## config.mk

```make
export PLATFORM = sky130hd
export DESIGN_NAME = pwm_capture_flat
export DESIGN_NICKNAME = d
export VERILOG_FILES = /design/src/rtl/pwm_capture_if.sv /design/src/rtl/pwm_capture.sv /design/src/flat_wrapper.sv
export SDC_FILE = /design/constraint.sdc
export NUM_CORES = 1
export LEC_CHECK = 0
export ABC_AREA = 1
export CAP_MARGIN = 10
export CORE_ASPECT_RATIO = 1.25
export CORE_MARGIN = 2
export CORE_UTILIZATION = 60
export CTS_BUF_LIST = sky130_fd_sc_hd__clkbuf_16
export DETAILED_ROUTE_END_ITERATION = 7
export PLACE_DENSITY = 0.94
export REMOVE_ABC_BUFFERS = 1
export SETUP_SLACK_MARGIN = 0.4
export SLEW_MARGIN = 20
export SYNTH_ARGS = -nofsm -noshare
export SYNTH_HDL_FRONTEND = slang
export SYNTH_SLANG_ARGS = --single-unit
```

## constraint.sdc

```tcl
create_clock -name clk -period 3.65 [get_ports clk]
set_input_delay 0.5475 -clock clk [delete_from_list [all_inputs] [get_ports clk]]
set_output_delay 0.5475 -clock clk [all_outputs]
set_load 0.1 [all_outputs]
```

## src/rtl/pwm_capture_if.sv

```systemverilog
// Bus between a PWM source and the pwm_capture block: input waveform plus measurement results.
interface pwm_capture_if #(
   parameter int unsigned CNT_WIDTH = 32
);
   logic                 pwm_in;
   logic [CNT_WIDTH-1:0] period;
   logic [CNT_WIDTH-1:0] high_time;
   logic                 valid;
   logic                 no_signal;
   logic                 level;

   // Source side: drives the waveform, observes the measurement
   modport master (
      output pwm_in,
      input  period,
      input  high_time,
      input  valid,
      input  no_signal,
      input  level
   );

   // Capture side: samples the waveform, reports the measurement
   modport slave (
      input  pwm_in,
      output period,
      output high_time,
      output valid,
      output no_signal,
      output level
   );
endinterface

```

## src/rtl/pwm_capture.sv

```systemverilog
// PWM/tach capture: measures period and high time of each full input cycle in clk cycles,
// and flags loss of signal after TIMEOUT cycles without a rising edge.
module pwm_capture #(
   parameter int unsigned CNT_WIDTH = 32,
   parameter int unsigned TIMEOUT   = 1_000_000
) (
   input  logic         clk,
   input  logic         rst,
   pwm_capture_if.slave bus
);

   localparam logic [1:0] ST_SYNC  = 2'd0;
   localparam logic [1:0] ST_HIGH  = 2'd1;
   localparam logic [1:0] ST_LOW   = 2'd2;
   localparam logic [1:0] ST_NOSIG = 2'd3;

   localparam logic [CNT_WIDTH-1:0] LP_TIMEOUT = CNT_WIDTH'(TIMEOUT);
   localparam logic [CNT_WIDTH-1:0] LP_ONE     = CNT_WIDTH'(1);
   localparam logic [CNT_WIDTH-1:0] LP_ZERO    = CNT_WIDTH'(0);

   logic                 r_s1;
   logic                 r_s2;
   logic                 r_s3;
   logic [1:0]           r_state;
   logic [1:0]           w_state_nxt;
   logic [CNT_WIDTH-1:0] r_pcnt;
   logic [CNT_WIDTH-1:0] r_hcnt;
   logic [CNT_WIDTH-1:0] r_hold_h;
   logic [CNT_WIDTH-1:0] r_period;
   logic [CNT_WIDTH-1:0] r_high_time;
   logic                 r_valid;
   logic                 r_no_signal;

   logic                 w_rise;
   logic                 w_fall;
   logic                 w_pcnt_max;
   logic                 w_capture;
   logic                 w_latch_h;
   logic                 w_enter_nosig;
   logic                 w_leave_nosig;

   assign w_rise     = r_s2 & ~r_s3;
   assign w_fall     = ~r_s2 & r_s3;
   assign w_pcnt_max = (r_pcnt == LP_TIMEOUT);

   // Two-flop synchroniser plus one delay stage for edge detection
   always_ff @(posedge clk) begin
      if (rst) begin
         r_s1 <= 1'b0;
         r_s2 <= 1'b0;
         r_s3 <= 1'b0;
      end else begin
         r_s1 <= bus.pwm_in;
         r_s2 <= r_s1;
         r_s3 <= r_s2;
      end
   end

   // FSM state register
   always_ff @(posedge clk) begin
      if (rst) begin
         r_state <= ST_SYNC;
      end else begin
         r_state <= w_state_nxt;
      end
   end

   // Next state and datapath strobes; a rise always wins over a coincident timeout
   always_comb begin
      w_state_nxt   = r_state;
      w_capture     = 1'b0;
      w_latch_h     = 1'b0;
      w_enter_nosig = 1'b0;
      w_leave_nosig = 1'b0;
      case (r_state)
         ST_SYNC: begin
            if (w_rise) begin
               w_state_nxt = ST_HIGH;
            end else if (w_pcnt_max) begin
               w_state_nxt   = ST_NOSIG;
               w_enter_nosig = 1'b1;
            end
         end
         ST_HIGH: begin
            if (w_pcnt_max) begin
               w_state_nxt   = ST_NOSIG;
               w_enter_nosig = 1'b1;
            end else if (w_fall) begin
               w_state_nxt = ST_LOW;
               w_latch_h   = 1'b1;
            end
         end
         ST_LOW: begin
            if (w_rise) begin
               w_state_nxt = ST_HIGH;
               w_capture   = 1'b1;
            end else if (w_pcnt_max) begin
               w_state_nxt   = ST_NOSIG;
               w_enter_nosig = 1'b1;
            end
         end
         ST_NOSIG: begin
            if (w_rise) begin
               w_state_nxt   = ST_HIGH;
               w_leave_nosig = 1'b1;
            end
         end
         default: begin
            w_state_nxt = ST_SYNC;
         end
      endcase
   end

   // Period and high-time counters; both restart at 1 on a rise and saturate at TIMEOUT
   always_ff @(posedge clk) begin
      if (rst) begin
         r_pcnt <= LP_ZERO;
         r_hcnt <= LP_ZERO;
      end else begin
         if (w_rise) begin
            r_pcnt <= LP_ONE;
         end else if (!w_pcnt_max) begin
            r_pcnt <= r_pcnt + LP_ONE;
         end
         if (w_rise) begin
            r_hcnt <= LP_ONE;
         end else if ((r_state == ST_HIGH) && (r_hcnt != LP_TIMEOUT)) begin
            r_hcnt <= r_hcnt + LP_ONE;
         end
      end
   end

   // High time is held from the falling edge until the closing rise commits it
   always_ff @(posedge clk) begin
      if (rst) begin
         r_hold_h <= LP_ZERO;
      end else if (w_latch_h) begin
         r_hold_h <= r_hcnt;
      end
   end

   // Result registers: update on capture, clear on loss of signal, hold otherwise
   always_ff @(posedge clk) begin
      if (rst) begin
         r_period    <= LP_ZERO;
         r_high_time <= LP_ZERO;
         r_valid     <= 1'b0;
         r_no_signal <= 1'b0;
      end else begin
         r_valid <= w_capture;
         if (w_capture) begin
            r_period    <= r_pcnt;
            r_high_time <= r_hold_h;
         end else if (w_enter_nosig) begin
            r_period    <= LP_ZERO;
            r_high_time <= LP_ZERO;
         end
         if (w_enter_nosig) begin
            r_no_signal <= 1'b1;
         end else if (w_leave_nosig) begin
            r_no_signal <= 1'b0;
         end
      end
   end

   assign bus.period    = r_period;
   assign bus.high_time = r_high_time;
   assign bus.valid     = r_valid;
   assign bus.no_signal = r_no_signal;
   assign bus.level     = r_s2;

endmodule

```

## src/flat_wrapper.sv

```systemverilog
// flat-port wrapper written by rule: the top's interface ports become plain ports
module pwm_capture_flat 
#(
   parameter int unsigned CNT_WIDTH = 32,
   parameter int unsigned TIMEOUT   = 1_000_000
)
  (clk, rst, bus_pwm_in, bus_period, bus_high_time, bus_valid, bus_no_signal, bus_level);
  pwm_capture_if #(.CNT_WIDTH(CNT_WIDTH)) bus_i ();
  input  logic clk;
  input  logic rst;
  input wire logic [$bits(bus_i.pwm_in)-1:0] bus_pwm_in;
  output wire logic [$bits(bus_i.period)-1:0] bus_period;
  output wire logic [$bits(bus_i.high_time)-1:0] bus_high_time;
  output wire logic [$bits(bus_i.valid)-1:0] bus_valid;
  output wire logic [$bits(bus_i.no_signal)-1:0] bus_no_signal;
  output wire logic [$bits(bus_i.level)-1:0] bus_level;
  assign bus_i.pwm_in = bus_pwm_in;
  assign bus_period = bus_i.period;
  assign bus_high_time = bus_i.high_time;
  assign bus_valid = bus_i.valid;
  assign bus_no_signal = bus_i.no_signal;
  assign bus_level = bus_i.level;
  pwm_capture #(.CNT_WIDTH(CNT_WIDTH), .TIMEOUT(TIMEOUT)) u_core (.clk(clk), .rst(rst), .bus(bus_i));
endmodule
```

==> results of run 1 <==
[cell type report]
cell class / count / area [sq um]
multi-input cells: 852 / 3870
fillers: 1037 / 3660
flip-flops and latches: 167 / 3340
repair buffers: 78 / 758
clock buffers: 17 / 425
inverters: 90 / 338
well taps: 168 / 210
clock inverters: 15 / 119
[stage by stage]
step / total power [mW] / utilization, %
finish: 3.73 / 71.2
global route: 3.84 / 71.2
CTS: 3.74 / 71.2
detailed placement: 2.09 / 66.9
global placement: 2.09 / 66.9
floorplan: 2.02 / -
[flip-flops by register name, indices dropped and copies added, names as in the netlist]
name,flops
u_core.r_hold_h,32
u_core.bus.no_signal,1
u_core.r_hcnt,32
u_core.r_state,2
u_core.r_s1,1
u_core.bus.valid,1
u_core.r_pcnt,32
u_core.bus.high_time,32
u_core.bus.level,1
u_core.bus.period,32
u_core.r_s3,1
[critical path, stage by stage (launching register included)]
cell and delay (ns):
dfxtp_1 0.46, inv_1 0.11, ha_1 0.21, inv_1 0.08
nor2_1 0.06, nand2_1 0.06, nor2_1 0.05, nand2_2 0.49
nand3_2 0.72, nand2_1 0.26, a21oi_1 0.09
[power by group through the flow]
stage	Combinational [mW]	Clock (mW)	Sequential, mW
global placement	0.197	0	1.89
finish	0.213	1.67	1.85
global route	0.235	1.75	1.85
detailed placement	0.203	0	1.89
CTS	0.208	1.68	1.85
floorplan	0.128	0	1.89
[logic make-up after synthesis]
family | count (synthesis)
xor gates and xnor gates | 14
and+or+nand+nor | 721
DFF | 167
AOI/OAI and AO/OA | 113
buffers and inverters | 148
adders and majority gates | 4
[synth_stat cells, drive strengths merged]
cell,instances
a21oi,90
a2bb2oi,1
a31oi,1
buf,34
clkbuf,24
dfxtp,167
ha,4
inv,90
nand2,440
nand3,31
nand3b,3
nand4,110
nor2,119
nor3,16
nor3b,1
o21ai,19
o31ai,2
or2,1
xor2,14
[routing by layer]
metal	wire, microns	track usage [%]
met1	7950	31.8
met2	10600	52.7
met3	930	4.65
met4	902	16.5
met5	0	0
[how the worst max path moves through the flow]
stage / startpoint / end / depth (start not counted)
final: u_core.r_pcnt[0] / u_core.r_hold_h[18] / 10
after global routing: u_core.r_pcnt[0] / u_core.r_hold_h[18] / 10
after CTS: u_core.r_pcnt[0] / u_core.r_hold_h[18] / 10
after detailed placement: rst / u_core.bus.high_time[17] / 6
after global placement: rst / u_core.bus.period[16] / 6
after floorplan: u_core.bus.level / u_core.bus.valid / 4
==> impl_metrics.env, run 1 <==
export IMPL_cp_arrival_ns=3.03
export IMPL_synth_largest_area_cell="dfxtp_1"
export IMPL_stdcell_area_sq_um=9060
export IMPL_cts_tree="yes"
export IMPL_regToRegEndpoint="u_core.r_hold_h[18]"
export IMPL_clock_power_share_pct=44.7
export IMPL_grt_pass1_wl_mm=33.7
export IMPL_root_buffer="clkbuf_16"
export IMPL_synth_cells=1167
export IMPL_synthMuxAreaShare_pct=0
export IMPL_post_dp_hpwl_mm=13.7
export IMPL_setup_slack_ns=0.928
export IMPL_critical_path_class="reg -> reg"
export IMPL_synth_compound_area_share_pct=7.34
export IMPL_power_switching_uw=973
export IMPL_powerDensity_nw_per_um2=412
export IMPL_ctsResizeCount=0
export IMPL_dieWidth_microns=106
export IMPL_post_place_cells=1355
export IMPL_finClkSkew_ns=0.00796
export IMPL_vias=7831
export IMPL_worstHoldStart="u_core.r_s1"
export IMPL_grt_max_degree=66
export IMPL_hold_slack_ns=0.409
export IMPL_core_region_area_sq_um=12700
export IMPL_vdd_ir_drop_max_v=0.000262
export IMPL_synth_seq_cells=167
export IMPL_mostFrequentLayoutCell="nand2_1"
export IMPL_synth_top_area_share_pct=42.6
export IMPL_synth_xor_area_share_pct=1.56
export IMPL_r2r_slack_ns=0.93
export IMPL_fin_cells=1387
export IMPL_wire_per_inst_microns=14.7
export IMPL_tightestPinTransition_ns=0.989
export IMPL_drive_above_1_share_pct=5.09
export IMPL_hold_path_endpoint="u_core.bus.level"
export IMPL_syn2layout_area_growth_pct=15.5
export IMPL_die_h_microns=132
export IMPL_cts_sinks=167
export IMPL_power_frac_comb_pct=5.7
export IMPL_rows=46
export IMPL_syn_area_sq_um=7840
export IMPL_synthSimpleGateAreaFrac_pct=39.5
export IMPL_grt_remaining_overflow=0
export IMPL_worstSetupEndpointType="flop"
export IMPL_cts_max_path_buffers=2
export IMPL_track_usage_pct=29.1
export IMPL_fin_crit_sh_pct=74.6
export IMPL_dieArea_sq_um=14000
export IMPL_yosys_warnings=0
export IMPL_viasPerCell=5.65
export IMPL_seq_area_frac_synth_pct=42.6
export IMPL_antenna_found_initial=0
export IMPL_post_cts_buffers=0
export IMPL_outcome="complete, no violations"
export IMPL_power_leakage_nw=3.44
export IMPL_dp_slack_ns=1.07
export IMPL_fin_nets=1213
export IMPL_max_slew_margin_rel_pct=33.9
export IMPL_mostFrequentLayoutCells="435 x nand2_1, 167 x dfxtp_1, 110 x nor2_1, 110 x nand4_1, 90 x a21oi_1"
export IMPL_initial_utilization_pct=61.7
export IMPL_diodes=0
export IMPL_synthAdderAreaFrac_pct=0.638
export IMPL_cts_made_buffers=17
export IMPL_io_buffers=69
export IMPL_cts_hold_buffers=0
export IMPL_clk_latency_ns=0.43
export IMPL_fmax_mhz=367
export IMPL_dr_pass1_iters=7
export IMPL_io_pins=70
export IMPL_synth_top_family_by_area="simple AND/OR/NAND/NOR gates"
export IMPL_rsz0062_at_grt="false"
export IMPL_p_int_mw=2.76
export IMPL_synth_avg_cell_area_sq_um=6.72
export IMPL_ys_types=27
export IMPL_h_tree_depth=4
export IMPL_routabilityCongestion=0.991
export IMPL_setup_viol=0
export IMPL_r2r_worst_path_cells=10
export IMPL_grt_pass1_vias=7445
export IMPL_critPathMaxFanout=35
export IMPL_detail_route_iter0_violations=784
export IMPL_ant_nets=0
export IMPL_worstSetupStartpointType="flop"
export IMPL_placed_cell_area_sq_um=8520
export IMPL_hold_class="reg -> reg"
export IMPL_clk_pin_slew_ns=0.06
export IMPL_hold_viol_final=0
export IMPL_post_route_drc_count=0
export IMPL_netSwitchingFraction_pct=26.1
export IMPL_drv_slew=0
export IMPL_crit_required_ns=3.96
export IMPL_drt_total_wl_mm=20.3
export IMPL_maxCapViolations=0
export IMPL_min_path_cells=2
export IMPL_synth_area_top_cells="dfxtp_1 43%, nand2_1 21%, nand4_1 8.8%"
export IMPL_fin_crit_ns=2.72
export IMPL_r2r_start="u_core.r_pcnt[0]"
export IMPL_tns_ns=0
export IMPL_pwr_share_seq_pct=49.6
Power figures use the tool's default switching activity.
==> run 2: changes to the inputs <==
--- a/config.mk
+++ b/config.mk
@@ -9,10 +9,10 @@
 export CAP_MARGIN = 10
 export CORE_ASPECT_RATIO = 1.25
 export CORE_MARGIN = 2
-export CORE_UTILIZATION = 60
+export CORE_UTILIZATION = 52
 export CTS_BUF_LIST = sky130_fd_sc_hd__clkbuf_16
 export DETAILED_ROUTE_END_ITERATION = 7
-export PLACE_DENSITY = 0.94
+export PLACE_DENSITY = 0.87
 export REMOVE_ABC_BUFFERS = 1
 export SETUP_SLACK_MARGIN = 0.4
 export SLEW_MARGIN = 20
==> constraint.sdc (replaced) <==
create_clock -name clk -period 2.29 [get_ports clk]
set_input_delay 0.3435 -clock clk [delete_from_list [all_inputs] [get_ports clk]]
set_output_delay 0.3435 -clock clk [all_outputs]
set_load 0.1 [all_outputs]
==> run 2 against run 1 <==
Die area is 15% higher; sequential power grew 59%; critical path depth down 2; combinational power up 92%; worst setup slack worse by 0.52 ns; non-clock buffer count rose by 19; flip-flop and latch count unchanged; cell count is 2.4% higher; design area increased by 1.5%; clock skew up 0.0018 ns; largest power group unchanged; highest routed layer unchanged.
==> impl_metrics.env, run 2 (synthesis gave the netlist of run 1 again) <==
export IMPL_dp_slack_ns=0.326
export IMPL_vias=7787
export IMPL_r2r_worst_path_cells=8
export IMPL_fmax_mhz=531
export IMPL_dieWidth_microns=114
export IMPL_cts_made_buffers=17
export IMPL_cts_sinks=167
export IMPL_hold_slack_ns=0.428
export IMPL_cp_arrival_ns=2.21
export IMPL_stdcell_area_sq_um=9200
export IMPL_outcome="complete, no violations"
export IMPL_rsz0062_at_grt="true"
export IMPL_r2r_start="u_core.r_hcnt[0]"
export IMPL_mostFrequentLayoutCell="nand2_1"
export IMPL_dr_pass1_iters=5
export IMPL_fin_crit_sh_pct=82.2
export IMPL_power_frac_comb_pct=6.6
export IMPL_critical_path_class="reg -> reg"
export IMPL_syn2layout_area_growth_pct=17.2
export IMPL_core_region_area_sq_um=14900
export IMPL_vdd_ir_drop_max_v=0.000555
export IMPL_clock_power_share_pct=45.7
export IMPL_max_slew_margin_rel_pct=52.9
export IMPL_fin_cells=1420
export IMPL_track_usage_pct=26.7
export IMPL_r2r_slack_ns=0.41
export IMPL_total_power_mw=6.18
export IMPL_rows=50
export IMPL_placed_cell_area_sq_um=8500
export IMPL_root_buffer="clkbuf_16"
export IMPL_regToRegEndpoint="u_core.r_hcnt[22]"
export IMPL_hold_class="reg -> reg"
export IMPL_drt_total_wl_mm=20.8
export IMPL_die_h_microns=141
export IMPL_power_switching_mw=1.60
export IMPL_post_route_drc_count=0
export IMPL_critPathMaxFanout=6
export IMPL_mostFrequentLayoutCells="434 x nand2_1, 166 x dfxtp_1, 110 x nand4_1"
export IMPL_grt_pass1_wl_mm=34.7
export IMPL_post_place_cells=1382
export IMPL_io_pins=70
export IMPL_dieArea_sq_um=16100
export IMPL_setup_viol=0
export IMPL_grt_max_degree=66
export IMPL_cts_tree="yes"
export IMPL_power_leakage_nw=3.72
export IMPL_netSwitchingFraction_pct=25.9
export IMPL_drv_slew=0
export IMPL_cts_hold_buffers=0
export IMPL_powerDensity_nw_per_um2=672
export IMPL_viasPerCell=5.48
export IMPL_p_int_mw=4.58
export IMPL_finClkSkew_ns=0.00975
export IMPL_grt_pass1_vias=7526
export IMPL_clk_pin_slew_ns=0.07
export IMPL_maxCapViolations=0
export IMPL_startpoint="u_core.r_hcnt[0]"
export IMPL_h_tree_depth=4
export IMPL_antenna_found_initial=0
export IMPL_nFillCells=1404
export IMPL_clk_latency_ns=0.44
export IMPL_setup_slack_ns=0.407
export IMPL_pwr_share_seq_pct=47.7
export IMPL_initial_utilization_pct=52.7
export IMPL_crit_required_ns=2.62
export IMPL_io_buffers=69
export IMPL_diodes=0
export IMPL_fin_crit_ns=1.88
export IMPL_fin_nets=1232
export IMPL_tightestPinTransition_ns=0.707
export IMPL_grt_remaining_overflow=0
export IMPL_ant_nets=0
export IMPL_post_dp_hpwl_mm=14.6
export IMPL_detail_route_iter0_violations=524
export IMPL_wire_per_inst_microns=14.7
export IMPL_routabilityCongestion=0.967
export IMPL_crit_end="u_core.r_hcnt[22]"
export IMPL_drive_above_1_share_pct=12.8
export IMPL_cts_max_path_buffers=2
export IMPL_worstSetupEndpointType="flop"
export IMPL_hold_viol_final=0
export IMPL_worstSetupStartpointType="flop"
-- run 2: cell count changes in the layout (fill, tap and decap cells not counted), sizes merged --
cell,previous run,this run
inv,97,100
buf,9,95
clkinvlp,2,0
clkinv,6,4
bufinv,0,1
clkdlybuf4s50,69,2
-- run 2: per-stage QoR --
step	util, %	setup TNS, ns
finish	61.8	0
global route	61.8	0
CTS	61.0	0
detailed placement	57.1	0
global placement	57.1	0
floorplan	-	-185.81
-- run 2: critical path: stages (launching register included) --
cell and delay [ns]:
dfxtp_1 0.42, ha_1 0.21, nand3_1 0.21, nor2_2 0.21, nand2_1 0.16, nor2_1 0.15, nand3_1 0.13, o21ai_0 0.21
nor2_1 0.06
-- run 2: how the worst min path moves through the flow --
stage,to,depth (start not counted),from
6_report,u_core.bus.level,2,u_core.r_s1
5_1_grt,u_core.r_s1,3,bus_pwm_in
4_1_cts,u_core.r_s1,3,bus_pwm_in
3_5_place_dp,u_core.bus.level,2,u_core.r_s1
3_3_place_gp,u_core.bus.level,2,u_core.r_s1
2_1_floorplan,u_core.bus.level,2,u_core.r_s1
-- run 2: layout make-up --
| type | instances | area, sq um | area share, % |
|---|---|---|---|
| multi-input combinational | 852 | 3910 | 42.6 |
| clock inverter | 15 | 154 | 1.67 |
| tap | 182 | 228 | 2.48 |
| clock buffer | 17 | 425 | 4.63 |
| sequential | 167 | 3340 | 36.4 |
| inverter | 90 | 343 | 3.73 |
| timing repair buffer | 97 | 787 | 8.56 |
-- run 2: what timing repair did --
item,CTS,global route
pin swaps,0,3
buffers inserted,0,6
cloned,0,0
setup endpoints to repair,32,126
gates resized for setup,4,17
-- run 2: metal layers --
metal,track usage [%],wire [microns],up-vias
li1,-,-,3918
met1,29.3,8290,3623
met2,48.7,10800,176
met3,5.08,820,70
met4,13.5,920,0
met5,0,0,-
-- run 2: power groups by stage --
| stage | logic [mW] | registers (mW) | clock network (mW) |
|---|---|---|---|
| 6_report | 0.409 | 2.95 | 2.82 |
| 5_1_grt | 0.449 | 2.95 | 2.98 |
| 4_1_cts | 0.364 | 2.95 | 2.87 |
| 3_5_place_dp | 0.355 | 3.01 | 0 |
| 3_3_place_gp | 0.351 | 3.01 | 0 |
| 2_1_floorplan | 0.204 | 3.02 | 0 |
==> run 3: changes to the inputs <==
==> constraint.sdc (replaced) <==
create_clock -name clk -period 1.6 [get_ports clk]
set_input_delay 0.24 -clock clk [delete_from_list [all_inputs] [get_ports clk]]
set_output_delay 0.24 -clock clk [all_outputs]
set_load 0.1 [all_outputs]
==> run 3 against run 2 <==
The run now ends with DRC, setup timing left; worst hold slack got worse by 0.073 ns; sequential share of layout area down 10 points; combinational power increased to 3.4 times the previous value; cell count is 9.9% higher; clock-buffer cell count unchanged; global-route usage grew 4.9 points; core utilization rose by 25 points; maximum frequency down 2.4%; via count up 32%; routed wire length increased by 76%; critical endpoint is now u_core.r_hold_h[15]; largest power group is now the clock network.
==> impl_metrics.env, run 3 (synthesis gave the netlist of run 1 again) <==
export IMPL_grt_use_met1_pct=32.4
export IMPL_rows=50
export IMPL_fin_nets=1372
export IMPL_powerDensity_nw_per_um2=813
export IMPL_hold_class="in -> reg"
export IMPL_cts_max_path_buffers=2
export IMPL_busiest_layer="met2"
export IMPL_initial_utilization_pct=52.7
export IMPL_cts_sinks=167
export IMPL_worstSetupStartpointType="flop"
export IMPL_drt_total_wl_mm=36.7
export IMPL_outcome="complete, but fails checks"
export IMPL_syn2layout_area_growth_pct=65.0
export IMPL_viasPerCell=6.61
export IMPL_crit_chain="inv_1 > nand2_1 > nor2_1 > nand2_1 > nor2_1 > nand2_2 > nand3_4 > buf_12 > nand2_4 > a21oi_2"
export IMPL_dr_pass1_iters=8
export IMPL_hold_viol_final=0
export IMPL_maxCapViolations=0
export IMPL_placed_cell_area_sq_um=10200
export IMPL_grt_remaining_overflow=0
export IMPL_critPathMaxFanout=6
export IMPL_gr_usage_met3_pct=5.94
export IMPL_grt_max_degree=60
export IMPL_setup_slack_ns=-0.330
export IMPL_die_h_microns=141
export IMPL_fin_crit_ns=1.93
export IMPL_wire_per_inst_microns=23.5
export IMPL_failed_checks="DRC, setup timing"
export IMPL_root_buffer="clkbuf_16"
export IMPL_io_buffers=69
export IMPL_detail_route_iter0_violations=1377
export IMPL_worstSetupEndpointType="flop"
export IMPL_cpLargestDelayFamily="simple AND/OR/NAND/NOR gates"
export IMPL_clk_latency_ns=0.45
export IMPL_critical_path_class="reg -> reg"
export IMPL_cts_hold_buffers=0
export IMPL_slowest_delay_ns=0.36
export IMPL_min_path_cells=3
export IMPL_max_slew_margin_rel_pct=75.0
export IMPL_post_route_drc_count=23
export IMPL_grt_pass1_wl_mm=40.5
export IMPL_finClkSkew_ns=0.00970
export IMPL_total_power_mw=10.5
export IMPL_io_pins=70
export IMPL_routabilityCongestion=0.986
export IMPL_vdd_ir_drop_max_v=0.000969
export IMPL_ant_nets=0
export IMPL_track_usage_pct=31.6
export IMPL_mostFrequentLayoutCell="nand2_1"
export IMPL_cp_arrival_ns=2.31
export IMPL_h_tree_depth=4
export IMPL_clk_pin_slew_ns=0.07
export IMPL_cts_made_buffers=17
export IMPL_dieWidth_microns=114
export IMPL_stdcell_area_sq_um=12900
export IMPL_final_util_pct=86.9
export IMPL_r2r_start="u_core.r_pcnt[30]"
export IMPL_regToRegEndpoint="u_core.r_hold_h[15]"
export IMPL_tightestPinTransition_ns=0.374
export IMPL_setup_viol=142
export IMPL_grt_util_met2_pct=58.1
export IMPL_mostFrequentLayoutCells="340 x nand2_1, 136 x dfxtp_1, 112 x buf_4"
export IMPL_crit_required_ns=1.98
export IMPL_antenna_found_initial=0
export IMPL_worstHoldStart="bus_pwm_in"
export IMPL_dieArea_sq_um=16100
export IMPL_dp_slack_ns=-0.179
export IMPL_fmax_mhz=518
export IMPL_hold_path_endpoint="u_core.r_s1"
export IMPL_post_dp_hpwl_mm=16.5
export IMPL_diodes=0
export IMPL_cts_tree="yes"
export IMPL_grt_pass1_vias=8679
export IMPL_core_region_area_sq_um=14900
export IMPL_drive_above_1_share_pct=41.9
export IMPL_rsz0062_at_grt="true"
export IMPL_fin_crit_sh_pct=121
export IMPL_cpMaxStageDelayCell="dfxtp_2"
export IMPL_vias=10300
export IMPL_r2r_worst_path_cells=10
export IMPL_worst_path_buf_inv=2
export IMPL_r2r_slack_ns=-0.33
export IMPL_drv_slew=0
export IMPL_power_leakage_nw=5.22
## run 3: power breakdown
group	leakage [nW]	internal (mW)	switching, mW	total, mW
clock	0.335	3.07	1.82	4.89
sequential	1.36	4.19	0.0493	4.24
combinational	3.53	0.569	0.836	1.40
total	5.22	7.82	2.71	10.5
## run 3: routing by layer
layer | share of wire [%] | wire (microns)
met1 | 32 | 11800
met2 | 47 | 17200
met3 | 11 | 3880
met4 | 10 | 3780
met5 | 0 | 0
## run 3: worst max-delay path by stage
stage | startpoint | end | slack [ns] | cells past startpoint
global route | u_core.r_pcnt[8] | u_core.r_hold_h[15] | -0.42 | 10
finish | u_core.r_pcnt[30] | u_core.r_hold_h[15] | -0.33 | 10
CTS | u_core.r_pcnt[1] | u_core.bus.period[18] | 0.002 | 10
global placement | u_core.r_hcnt[0] | u_core.r_hcnt[10] | -0.13 | 11
detailed placement | u_core.r_hcnt[0] | u_core.r_hcnt[10] | -0.18 | 11
floorplan | u_core.bus.level | u_core.bus.valid | -3.55 | 4
## run 3: cell type report
class / count / area (sq um)
multi-input cells: 852 / 5070
flip-flops and latches: 167 / 3400
repair buffers: 235 / 3140
fillers: 601 / 1950
clock buffers: 17 / 425
inverters: 90 / 387
clock inverters: 15 / 259
well taps: 182 / 228
repair inverters: 2 / 32.5
## run 3: repair_timing
action	4_1_cts	5_1_grt
cloned	3	11
setup buffers	9	24
gates resized for setup	103	357
endpoints found under the setup margin	231	231
pin swaps	24	97
## run 3: worst register-to-register path, delay by kind of cell, from the launching register on
kind	cells	cell delay (ns)
buf+inv	2	0.32
simple gates	7	1.01
flops	1	0.36
compound gates	1	0.16
## run 3: through the flow
step	hold slack [ns]	instances	setup TNS, ns
2_1_floorplan	0.309	1109	-286.81
3_3_place_gp	0.391	1481	-1.84
3_5_place_dp	0.406	1481	-6.51
4_1_cts	0.338	1525	0
5_1_grt	0.347	1560	-29.53
6_report	0.354	1560	-24.02
